<file path="src/rtl/shift_issue_stage_if.sv">
// Request/result bundle for shift_issue_stage: producer handshake, the
// drive/return path to the external combinational funnel shifter, and the
// consumer handshake with the FIFO occupancy.
interface shift_issue_stage_if #(
  parameter int DEPTH = 4
);
  localparam int CW = $clog2(DEPTH + 1);

  logic          inValid;
  logic          inReady;
  logic [7:0]    inData;
  logic [2:0]    inK;
  logic          inLeft;

  logic [7:0]    shDataIn;
  logic [2:0]    shK;
  logic          shLeft;
  logic [7:0]    shDataOut;

  logic          outValid;
  logic          outReady;
  logic [7:0]    outData;
  logic          outLeft;
  logic [CW-1:0] count;

  // Stage side: accepts requests, drives the shifter, presents results.
  modport slave (
    input  inValid, inData, inK, inLeft, shDataOut, outReady,
    output inReady, shDataIn, shK, shLeft, outValid, outData, outLeft, count
  );

  // Environment side: producer, shifter and consumer.
  modport master (
    output inValid, inData, inK, inLeft, shDataOut, outReady,
    input  inReady, shDataIn, shK, shLeft, outValid, outData, outLeft, count
  );
endinterface

</file>
<file path="src/rtl/shift_issue_stage.sv">
// Issue/capture stage around an 8-bit combinational funnel shifter.
// Requests queue in a small circular FIFO; the head entry drives the shifter
// and its result is captured into a holding register with its own handshake.
module shift_issue_stage #(
  parameter int DEPTH = 4
) (
  input  logic               clk,
  input  logic               rst_n,
  shift_issue_stage_if.slave bus
);
  localparam int CW = $clog2(DEPTH + 1);
  localparam int AW = $clog2(DEPTH);

  logic [7:0]    r_memData [DEPTH];
  logic [2:0]    r_memK    [DEPTH];
  logic          r_memLeft [DEPTH];
  logic [AW-1:0] r_wrPtr;
  logic [AW-1:0] r_rdPtr;
  logic [CW-1:0] r_count;
  logic          r_outValid;
  logic [7:0]    r_outData;
  logic          r_outLeft;

  logic          w_full;
  logic          w_empty;
  logic          w_push;
  logic          w_pop;

  assign w_full  = (r_count == CW'(DEPTH));
  assign w_empty = (r_count == '0);
  assign w_push  = bus.inValid & ~w_full;
  assign w_pop   = ~w_empty & (~r_outValid | bus.outReady);

  assign bus.inReady  = ~w_full;
  assign bus.shDataIn = r_memData[r_rdPtr];
  assign bus.shK      = r_memK[r_rdPtr];
  assign bus.shLeft   = r_memLeft[r_rdPtr];
  assign bus.outValid = r_outValid;
  assign bus.outData  = r_outData;
  assign bus.outLeft  = r_outLeft;
  assign bus.count    = r_count;

  // Request storage: write the tail slot on every accepted request.
  always_ff @(posedge clk or negedge rst_n) begin
    if (!rst_n) begin
      for (int i = 0; i < DEPTH; i++) begin
        r_memData[i] <= '0;
        r_memK[i]    <= '0;
        r_memLeft[i] <= 1'b0;
      end
    end else if (w_push) begin
      r_memData[r_wrPtr] <= bus.inData;
      r_memK[r_wrPtr]    <= bus.inK;
      r_memLeft[r_wrPtr] <= bus.inLeft;
    end
  end

  // Pointers wrap naturally because DEPTH is a power of two.
  always_ff @(posedge clk or negedge rst_n) begin
    if (!rst_n) begin
      r_wrPtr <= '0;
      r_rdPtr <= '0;
    end else begin
      if (w_push) r_wrPtr <= r_wrPtr + AW'(1);
      if (w_pop)  r_rdPtr <= r_rdPtr + AW'(1);
    end
  end

  // Occupancy: simultaneous push and pop leave it unchanged.
  always_ff @(posedge clk or negedge rst_n) begin
    if (!rst_n) begin
      r_count <= '0;
    end else begin
      case ({w_push, w_pop})
        2'b10:   r_count <= r_count + CW'(1);
        2'b01:   r_count <= r_count - CW'(1);
        default: r_count <= r_count;
      endcase
    end
  end

  // Result holding register: capture on pop, clear valid when drained, hold on stall.
  always_ff @(posedge clk or negedge rst_n) begin
    if (!rst_n) begin
      r_outValid <= 1'b0;
      r_outData  <= '0;
      r_outLeft  <= 1'b0;
    end else if (w_pop) begin
      r_outValid <= 1'b1;
      r_outData  <= bus.shDataOut;
      r_outLeft  <= r_memLeft[r_rdPtr];
    end else if (r_outValid & bus.outReady) begin
      r_outValid <= 1'b0;
    end
  end
endmodule

</file>
<file path="src/flat_wrapper.sv">
// flat-port wrapper written by rule: the top's interface ports become plain ports
module shift_issue_stage_flat 
#(
  parameter int DEPTH = 4
)
  (clk, rst_n, bus_inValid, bus_inData, bus_inK, bus_inLeft, bus_shDataOut, bus_outReady, bus_inReady, bus_shDataIn, bus_shK, bus_shLeft, bus_outValid, bus_outData, bus_outLeft, bus_count);
  shift_issue_stage_if #(.DEPTH(DEPTH)) bus_i ();
  input  logic clk;
  input  logic rst_n;
  input wire logic [$bits(bus_i.inValid)-1:0] bus_inValid;
  input wire logic [$bits(bus_i.inData)-1:0] bus_inData;
  input wire logic [$bits(bus_i.inK)-1:0] bus_inK;
  input wire logic [$bits(bus_i.inLeft)-1:0] bus_inLeft;
  input wire logic [$bits(bus_i.shDataOut)-1:0] bus_shDataOut;
  input wire logic [$bits(bus_i.outReady)-1:0] bus_outReady;
  output wire logic [$bits(bus_i.inReady)-1:0] bus_inReady;
  output wire logic [$bits(bus_i.shDataIn)-1:0] bus_shDataIn;
  output wire logic [$bits(bus_i.shK)-1:0] bus_shK;
  output wire logic [$bits(bus_i.shLeft)-1:0] bus_shLeft;
  output wire logic [$bits(bus_i.outValid)-1:0] bus_outValid;
  output wire logic [$bits(bus_i.outData)-1:0] bus_outData;
  output wire logic [$bits(bus_i.outLeft)-1:0] bus_outLeft;
  output wire logic [$bits(bus_i.count)-1:0] bus_count;
  assign bus_i.inValid = bus_inValid;
  assign bus_i.inData = bus_inData;
  assign bus_i.inK = bus_inK;
  assign bus_i.inLeft = bus_inLeft;
  assign bus_i.shDataOut = bus_shDataOut;
  assign bus_i.outReady = bus_outReady;
  assign bus_inReady = bus_i.inReady;
  assign bus_shDataIn = bus_i.shDataIn;
  assign bus_shK = bus_i.shK;
  assign bus_shLeft = bus_i.shLeft;
  assign bus_outValid = bus_i.outValid;
  assign bus_outData = bus_i.outData;
  assign bus_outLeft = bus_i.outLeft;
  assign bus_count = bus_i.count;
  shift_issue_stage #(.DEPTH(DEPTH)) u_core (.clk(clk), .rst_n(rst_n), .bus(bus_i));
endmodule
</file>
<file path="config.mk">
export PLATFORM = sky130hd
export DESIGN_NAME = shift_issue_stage_flat
export DESIGN_NICKNAME = d
export VERILOG_FILES = /design/src/rtl/shift_issue_stage_if.sv /design/src/rtl/shift_issue_stage.sv /design/src/flat_wrapper.sv
export SDC_FILE = /design/constraint.sdc
export NUM_CORES = 1
export LEC_CHECK = 0
export CAP_MARGIN = 25
export CELL_PAD_IN_SITES_DETAIL_PLACEMENT = 1
export CELL_PAD_IN_SITES_GLOBAL_PLACEMENT = 2
export CORE_MARGIN = 4
export CORE_UTILIZATION = 30
export CTS_BUF_LIST = sky130_fd_sc_hd__clkbuf_4 sky130_fd_sc_hd__clkbuf_8
export DETAILED_ROUTE_END_ITERATION = 8
export PLACE_DENSITY_LB_ADDON = 0.1
export SKIP_LAST_GASP = 1
export SLEW_MARGIN = 20
export SYNTH_ARGS = -nofsm -noshare
export SYNTH_HDL_FRONTEND = slang
export SYNTH_SLANG_ARGS = --single-unit
</file>
<file path="constraint.sdc">
create_clock -name clk -period 2.7 [get_ports clk]
set_clock_uncertainty 0.15 [all_clocks]
set_input_delay 0.405 -clock clk [delete_from_list [all_inputs] [get_ports clk]]
set_output_delay 0.405 -clock clk [all_outputs]
set_load 0.01 [all_outputs]
</file>
# Yosys cells after proc, flatten, opt, wreduce, memory -nomap -nowiden
# Index checks and enable logic that the tools add are counted.
[word_totals]
regBits = 65
word_cells = 62
in_bits = 24
[classes]
n_addsub = 4
n_eq_ne = 3
magnitude_cmp = 3
bitwise_logic = 9
n_mux = 21
n_reduce_logical = 4
[op_table]
columns = ["operator", "count"]
rows = [
  ["$bwmux 32", 1],
  ["$mux 8", 3],
  ["$bmux 8 s2", 1],
  ["$demux 8 s2", 1],
  ["$bwmux 12", 1],
  ["$mux 3", 3],
  ["$bmux 3 s2", 1],
  ["$demux 3 s2", 1],
  ["$ge 3x3->1 const B", 2],
  ["$not 2->3", 2],
  ["$pmux 3 s2", 1],
  ["$mux 1", 5],
  ["$add 2x1->2 const B", 2],
  ["$bwmux 4", 1],
  ["$reduce_bool 2->1", 2],
  ["$add 3x1->3 const B", 1],
  ["$and 1x1->1", 3],
  ["$eq 3x3->1 const B", 1],
  ["$logic_not 3->1", 1],
  ["$lt 3x1->1 const B", 1],
  ["$not 1->1", 3],
  ["$sub 3x1->3 const B", 1],
  ["$bmux 1 s2", 1],
  ["$demux 1 s2", 1],
  ["4 further kinds", 4],
]

# Longest topological paths before layout
# Gate-level depths: netlist (run 1).
[depth]
ltp_word = 6
ltp_mapped = 8
mapped_depth_nobuf = 7

# Worst setup path before layout (run 1)
# No wires, ideal clock.
[synth_timing]
kind = "flip-flop to flip-flop"
start = "register u_core.r_count[1], in the netlist u_core.bus.count[1]"
end = "register u_core.r_count[1], in the netlist u_core.bus.count[1]"
path_buffers = 1
t_required_ns = 2.425
stages_incl_launch_ff = 7
synth_period_minus_slack_ns = 2.240
arrival_ns = 1.965
setup_slack_ns = 0.460
path_cell_list = "dfrtp_1 > or3b_1 > buf_6 > nand2_1 > ha_1 > fa_1 > mux2_2"
[synth_via]
elab_chain_cells = 5
[synth_lines]
columns = ["element", "line_no", "text"]
rows = [
  ["start: declaration", "shift_issue_stage.sv:19", "logic [CW-1:0] r_count;"],
  ["start signal: assignment", "shift_issue_stage.sv:75", "2'b10: r_count <= r_count + CW'(1);"],
  ["start signal: assignment", "shift_issue_stage.sv:76", "2'b01: r_count <= r_count - CW'(1);"],
  ["start signal: assignment", "shift_issue_stage.sv:77", "default: r_count <= r_count;"],
  ["$eq 3x3->1 *", "shift_issue_stage.sv:29", "assign w_full = (r_count == CW'(DEPTH));"],
  ["$not 1->1 *", "n/a", ""],
  ["named net bus_inReady", "flat_wrapper.sv:16", "output wire logic [$bits(bus_i.inReady)-1:0] bus_inReady;"],
  ["$and 1x1->1 *", "shift_issue_stage.sv:31", "assign w_push = bus.inValid & ~w_full;"],
  ["$eq 2x1->1 or $eq 2x2->1 (tied branches)", "shift_issue_stage.sv:74", "case ({w_push, w_pop})"],
  ["$pmux 3 s2 or $reduce_bool 2->1 (tied branches)", "n/a", ""],
]
# The timed path passes the listed nets; every way through them passes the cells marked *.
# A chain may end at the register's enable or synchronous reset.

# Final worst setup path (run 1)
[layout_timing]
start = "register u_core.r_rdPtr[0]"
end = "output port bus_shDataIn[5]"
[layout_via]
elab_chain_cells = 4
[layout_lines]
columns = ["element", "line_no", "text"]
rows = [
  ["start: declaration", "shift_issue_stage.sv:18", "logic [AW-1:0] r_rdPtr;"],
  ["start signal: assignment", "shift_issue_stage.sv:65", "if (w_pop) r_rdPtr <= r_rdPtr + AW'(1);"],
  ["$not 2->3 (not written as such)", "shift_issue_stage.sv:35", "assign bus.shDataIn = r_memData[r_rdPtr];"],
  ["$bmux 8 s2", "shift_issue_stage.sv:35", ""],
  ["$mux 8 (not written as such) (2 in a row)", "shift_issue_stage.sv:35", ""],
  ["end: declaration", "flat_wrapper.sv:17", "output wire logic [$bits(bus_i.shDataIn)-1:0] bus_shDataIn;"],
]
# No other way between the ends. The select of a mux whose other input is x is not followed.

==> metrics.yaml, run 1 <==
antenna_found_initial: 0
netlist_top_cells_area: "dfrtp_1, mux2_4, mux4_2, mux2_2, buf_12"
synth_top_family_by_area: "multiplexers"
hpwl_um: 4590
grt_pass1_vias: 2000
worst_hold_path_type: "in2async"
initial_core_util_pct: 31.1
path_cells: "buf_4 -> mux4_2 -> clkdlybuf4s50_1"
hold_viol: 0
placementRows: 36
post_cts_buffers: 0
clk_latency_ns: 0.34
h-tree-depth: 3
ir_drop_mv: 0.409
cts.root.buffer_cell: "clkbuf_8"
rrSetupSlack_ns: 0.48
antenna_cells: 0
synth_warnings: 0
syn_to_final_growth_pct: 26.0
core_um2: 9910
rsz0062_at_grt: "false"
period_share_pct: 92.0
die_h_um: 109
syn_area_um2: 3080
clock_path_buffers: 2
ios: 50
grt_overflow: 0
fin_setup_tns_ns: 0
yosysTopAreaCellShare_pct: 52.8
max_slew_margin_pct: 43.8
post-route-min-period_ns: 2.48
yosys.area_share.simple_pct: 3.57
power_density_nw_per_um2: 1300
cts_resized: 0
die_area_um2: 12000
ys_types: 21
setup.worst_path.class: "reg2out"
muxShareOfSynthArea_pct: 35.2
final_common_cell: "dfrtp_1"
wirelength_um: 6830
cts.sinks: 65
cp.required_ns: 2.14
avgRoutedWirePerCell_um: 18.5
grt_max_degree: 66
cts_hold_buf: 0
fin_ws_ns: 0.215
synth_nets: 202
grt_pass1_wl_um: 11100
cp.arrival_ns: 1.93
cp-start-kind: "register"
path_buf_inv: 2
cts_buffers: 9
drive_gt1_share_pct: 42.4
yosysSeqAreaShare_pct: 52.8
gp_congestion: 0.644
drt_iter0_markers: 28
firstDrtPassIters: 2
post_dp_cell_area_um2: 3680
dp.cells: 353
synth_xor_area_share_pct: 1.70
avgSynthCellArea_um2: 17.9
final_cell_mix: "dfrtp_1, clkdlybuf4s50_1, mux2_4"
cts_tree: "yes"
clk_pin_slew_ns: 0.08
synthAdderAreaFrac_pct: 2.68
route.detailed.drc: 0
fmax_ghz: 0.402
tightest_slew_ns: 0.843
setup_violations: 0
die_w_um: 109
status: "complete, no violations"
slew_violations: 0
path_delay_family: "buffers and inverters"
synth-compound-area-share_pct: 0.162
layout.cell_area.non_filler_um2: 3880
stdcell_count: 369
portBuffers: 49
fin_nets: 261
critPathSlowestCell: "mux4_2"
drv_cap: 0
vias_per_cell: 4.50
synthCells: 172
crit_fanout: 7
grt_usage_pct: 12.5
ys_seq_elements: 65
crit_path_max_incr_delay_ns: 0.54
p_leak_nw: 1.74
yosysTopAreaCell: "dfrtp_1"
pre_cts_slack_ns: 0.367
endpoint_kind: "output pin"
ant_nets: 0
dr_total_vias: 1660
[routing by layer]
metal / track usage (%) / vias up / wire [µm]
li1: - / 742 / -
met1: 15.5 / 871 / 3030
met2: 21.0 / 38 / 3440
met3: 2.76 / 9 / 254
met4: 5.61 / 0 / 110
met5: 0 / - / 0
[logic make-up (layout without fill, tap and decap cells)]
logic type,after synthesis,count (layout)
multiplexers,71,71
flip-flops,65,65
buffers and inverters,12,76
AND/OR/NAND/NOR,11,11
adder cells (fa/ha/maj),6,6
XOR/XNOR,6,6
AO/OA/AOI/OAI,1,1
[layout make-up]
cell class | instances | area (µm²)
Tap cell | 133 | 166
Clock buffer | 11 | 145
Sequential cell | 65 | 1630
Inverter | 3 | 11.3
Multi-Input combinational cell | 95 | 1340
Fill cell | 1004 | 6020
Timing Repair Buffer | 57 | 546
Clock inverter | 5 | 55.1
[state kept, by name, summed over array words and instances (netlist names)]
| register | count |
|---|---|
| u_core.bus.count | 3 |
| u_core.r_memLeft | 4 |
| u_core.r_memK | 12 |
| u_core.r_wrPtr | 2 |
| u_core.bus.outData | 8 |
| u_core.bus.outLeft | 1 |
| u_core.r_rdPtr | 2 |
| u_core.r_memData | 32 |
| u_core.bus.outValid | 1 |
[worst reg2reg max path, cell delays in order, from the launching register on]
cell and delay, ns:
dfrtp_1 0.46, or3b_1 0.41, nand2_1 0.17, ha_1 0.23, fa_1 0.43, mux2_2 0.27
[where the power goes]
| part | internal (mW) | switching [mW] | leakage (nW) |
|---|---|---|---|
| logic | 1.57 | 0.879 | 0.872 |
| clock network | 0.459 | 0.394 | 0.0987 |
| registers | 1.47 | 0.298 | 0.765 |
| total | 3.50 | 1.57 | 1.74 |
[cells in the mapped netlist]
master,instances
dfrtp_1,65
mux2_4,40
mux2_2,19
mux4_2,12
ha_1,5
buf_12,4
nand3_4,4
buf_2,3
inv_1,3
xnor2_1,3
xor2_1,3
nand2_1,2
a21oi_1,1
and3b_1,1
buf_1,1
buf_6,1
fa_1,1
nand2b_1,1
nor2_1,1
nor3_1,1
or3b_1,1
[metrics by stage]
stage / hold WS [ns] / util, % / power [mW]
floorplan: -0.0406 / - / 3.36
global placement: 0.332 / 37.2 / 4.17
detailed placement: 0.339 / 37.2 / 4.29
CTS: 0.122 / 39.2 / 5.17
global route: 0.171 / 39.2 / 5.38
finish: 0.0715 / 39.2 / 5.07
[path summary, 6_finish.rpt]
check / startpoint / to / cells after the start
setup / recovery: u_core.r_rdPtr[0]$_DFFE_PN0P_ / bus_shDataIn[5] / 3
hold / removal: rst_n / u_core.r_memData[7]$_DFFE_PN0P_ / 2
setup reg to reg: u_core.bus.count[0]$_DFFE_PN0P_ / u_core.bus.count[1]$_DFFE_PN0P_ / 5
hold reg to reg: u_core.r_memK[3]$_DFFE_PN0P_ / u_core.r_memK[3]$_DFFE_PN0P_ / 1
max in group asynchronous: rst_n / u_core.r_memData[8]$_DFFE_PN0P_ / 2
min in group clk: u_core.r_memK[3]$_DFFE_PN0P_ / u_core.r_memK[3]$_DFFE_PN0P_ / 1
Power figures use the tool's default switching activity.
==> inputs of run 2 (changes only) <==
--- a/config.mk
+++ b/config.mk
@@ -8,8 +8,8 @@
 export CAP_MARGIN = 25
 export CELL_PAD_IN_SITES_DETAIL_PLACEMENT = 1
 export CELL_PAD_IN_SITES_GLOBAL_PLACEMENT = 2
-export CORE_MARGIN = 4
-export CORE_UTILIZATION = 30
+export CORE_MARGIN = 2
+export CORE_UTILIZATION = 40
 export CTS_BUF_LIST = sky130_fd_sc_hd__clkbuf_4 sky130_fd_sc_hd__clkbuf_8
 export DETAILED_ROUTE_END_ITERATION = 8
 export PLACE_DENSITY_LB_ADDON = 0.1
==> metrics.yaml, run 2 (same netlist as run 1, synthesis figures left out) <==
core_um2: 7610  # was 9910 µm²
whs_path_depth: 1
cts.root.buffer_cell: "clkbuf_8"  # unchanged
grt_max_degree: 26  # was 66
final_cell_mix: "dfrtp_1, clkdlybuf4s50_1, mux2_4"  # unchanged
rsz0062_at_grt: "false"  # unchanged
crit_start: "u_core.r_rdPtr[0]$_DFFE_PN0P_"  # unchanged
grt_usage_pct: 17.4  # was 12.5%
route.detailed.drc: 0  # unchanged
use_met3_pct: 3.86  # was 2.76%
power_density_nw_per_um2: 1360  # was 1300 nW/µm²
dr_total_vias: 1692  # was 1660
fin_nets: 262  # was 261
ant_nets: 0  # unchanged
clock_power_share_pct: 20.3  # was 16.8%
endpoint_kind: "output pin"  # unchanged
drv_cap: 0  # unchanged
layout.cell_area.non_filler_um2: 3920  # was 3880 µm²
period_share_pct: 93.0  # was 92.0%
r2r-start: "u_core.bus.count[0]$_DFFE_PN0P_"  # unchanged
cp.required_ns: 2.14  # about the same
slew_violations: 0  # unchanged
p_comb_share_pct: 45.8  # was 48.4%
drive_gt1_share_pct: 42.2  # was 42.4%
placementRows: 32  # was 36
crit_fanout: 8  # was 7
cts_buffers: 9  # unchanged
grt_overflow: 0  # unchanged
cts_hold_buf: 1  # was 0
seq_power_share_pct: 33.8  # was 34.8%
hpwl_um: 4570  # was 4590 µm
drt_iter0_markers: 24  # was 28
max_slew_margin_pct: 64.3  # was 43.8%
clock_path_buffers: 2  # unchanged
final_common_cell: "dfrtp_1"  # unchanged
clk_latency_ns: 0.33  # was 0.34 ns
post_dp_cell_area_um2: 3650  # was 3680 µm²
fin_setup_tns_ns: 0  # unchanged
worst_hold_path_type: "reg2reg"  # was in2async
antenna_found_initial: 0  # unchanged
setup.worst_path.class: "reg2out"  # unchanged
ir_drop_mv: 0.497  # was 0.409 mV
antenna_cells: 0  # unchanged
avgRoutedWirePerCell_um: 19.4  # was 18.5 µm
crit_path_max_incr_delay_ns: 0.55  # was 0.54 ns
gp_congestion: 0.759  # was 0.644
portBuffers: 49  # unchanged
path_depth: 3  # unchanged
top_usage_layer: "met2"  # unchanged
hold_viol: 0  # unchanged
ios: 50  # unchanged
h-tree-depth: 3  # unchanged
cts_resized: 0  # unchanged
setup_violations: 0  # unchanged
critPathSlowestCell: "mux4_2"  # unchanged
clk_pin_slew_ns: 0.07  # was 0.08 ns
vias_per_cell: 4.99  # was 4.50
syn_to_final_growth_pct: 27.1  # was 26.0%
cts.sinks: 65  # unchanged
die_w_um: 91.8  # was 109 µm
p_leak_nw: 1.78  # was 1.74 nW
cts_tree: "yes"  # unchanged
grt_pass1_wl_um: 11100  # about the same
fmax_ghz: 0.398  # was 0.402 GHz
post-route-min-period_ns: 2.51  # was 2.48 ns
tightest_slew_ns: 0.535  # was 0.843 ns
die_area_um2: 8430  # was 12000 µm²
use_met1_pct: 20.9  # was 15.5%
cp-start-kind: "register"  # unchanged
post_cts_buffers: 0  # unchanged
largest-register: "u_core.r_memData"  # unchanged
path_buf_inv: 2  # unchanged
cp.arrival_ns: 1.96  # was 1.93 ns
holdCritStartpoint: "u_core.r_memLeft[1]$_DFFE_PN0P_"
initial_core_util_pct: 40.5  # was 31.1%
firstDrtPassIters: 4  # was 2
use_met2_pct: 31.1  # was 21.0%
die_h_um: 91.8  # was 109 µm
p_sw_share_pct: 29.5  # was 31.0%
grt_pass1_vias: 2092  # was 2000
wirelength_um: 6570  # was 6830 µm
fillers: 744  # was 1004
path_cells: "buf_4 -> mux4_2 -> clkdlybuf4s50_1"  # unchanged
power.switching_mw: 1.57  # about the same
p_int_mw: 3.75  # was 3.50 mW
r2r_cells: 5  # unchanged
status: "complete, no violations"  # unchanged
path_delay_family: "buffers and inverters"  # unchanged
largest_register_ffs: 32  # unchanged
==> run 2: cell type report <==
cell class | instances | area [µm²] | area share (%)
multi-input cells | 95 | 1340 | 34.1
flip-flops and latches | 65 | 1630 | 41.5
clock inverters | 6 | 130 | 3.32
clock buffers | 10 | 131 | 3.35
inverters | 3 | 11.3 | 0.287
repair buffers | 58 | 556 | 14.2
well taps | 102 | 128 | 3.26
==> run 2: power groups by stage <==
stage,logic [mW],clock network (mW),registers (mW)
6_report,2.44,1.08,1.80
3_3_place_gp,2.38,0,1.74
5_1_grt,2.60,1.15,1.87
3_5_place_dp,2.46,0,1.81
2_1_floorplan,1.64,0,1.72
4_1_cts,2.48,1.11,1.80
==> run 2: worst paths after layout <==
| path | to | slack (ns) |
|---|---|---|
| worst max-delay path | bus_shLeft | 0.19 |
| worst min-delay path | u_core.r_memLeft[1]$_DFFE_PN0P_ | 0.36 |
| worst max register to register | u_core.bus.count[1]$_DFFE_PN0P_ | 0.48 |
| worst min register to register | u_core.r_memLeft[1]$_DFFE_PN0P_ | 0.36 |
| max in group asynchronous | u_core.bus.count[2]$_DFFE_PN0P_ | 1.22 |
| min in group asynchronous | u_core.r_memData[31]$_DFFE_PN0P_ | 0.43 |
==> run 2: through the flow <==
step	power, mW	std cells	util (%)	hold WS (ns)	worst slack, ns
after global placement	4.11	322	47.9	0.248	0.452
after detailed placement	4.27	322	47.9	0.272	0.323
after global routing	5.61	339	51.5	0.377	0.138
final	5.31	339	51.5	0.357	0.189
after floorplan	3.36	172	-	-0.0406	0.460
after CTS	5.39	339	51.5	0.361	0.154
==> run 2: routing by layer <==
metal / share of wire [%] / up-vias
li1: - / 740
met5: 0 / -
met4: 1.2 / 0
met3: 3.9 / 10
met1: 41 / 902
met2: 54 / 40
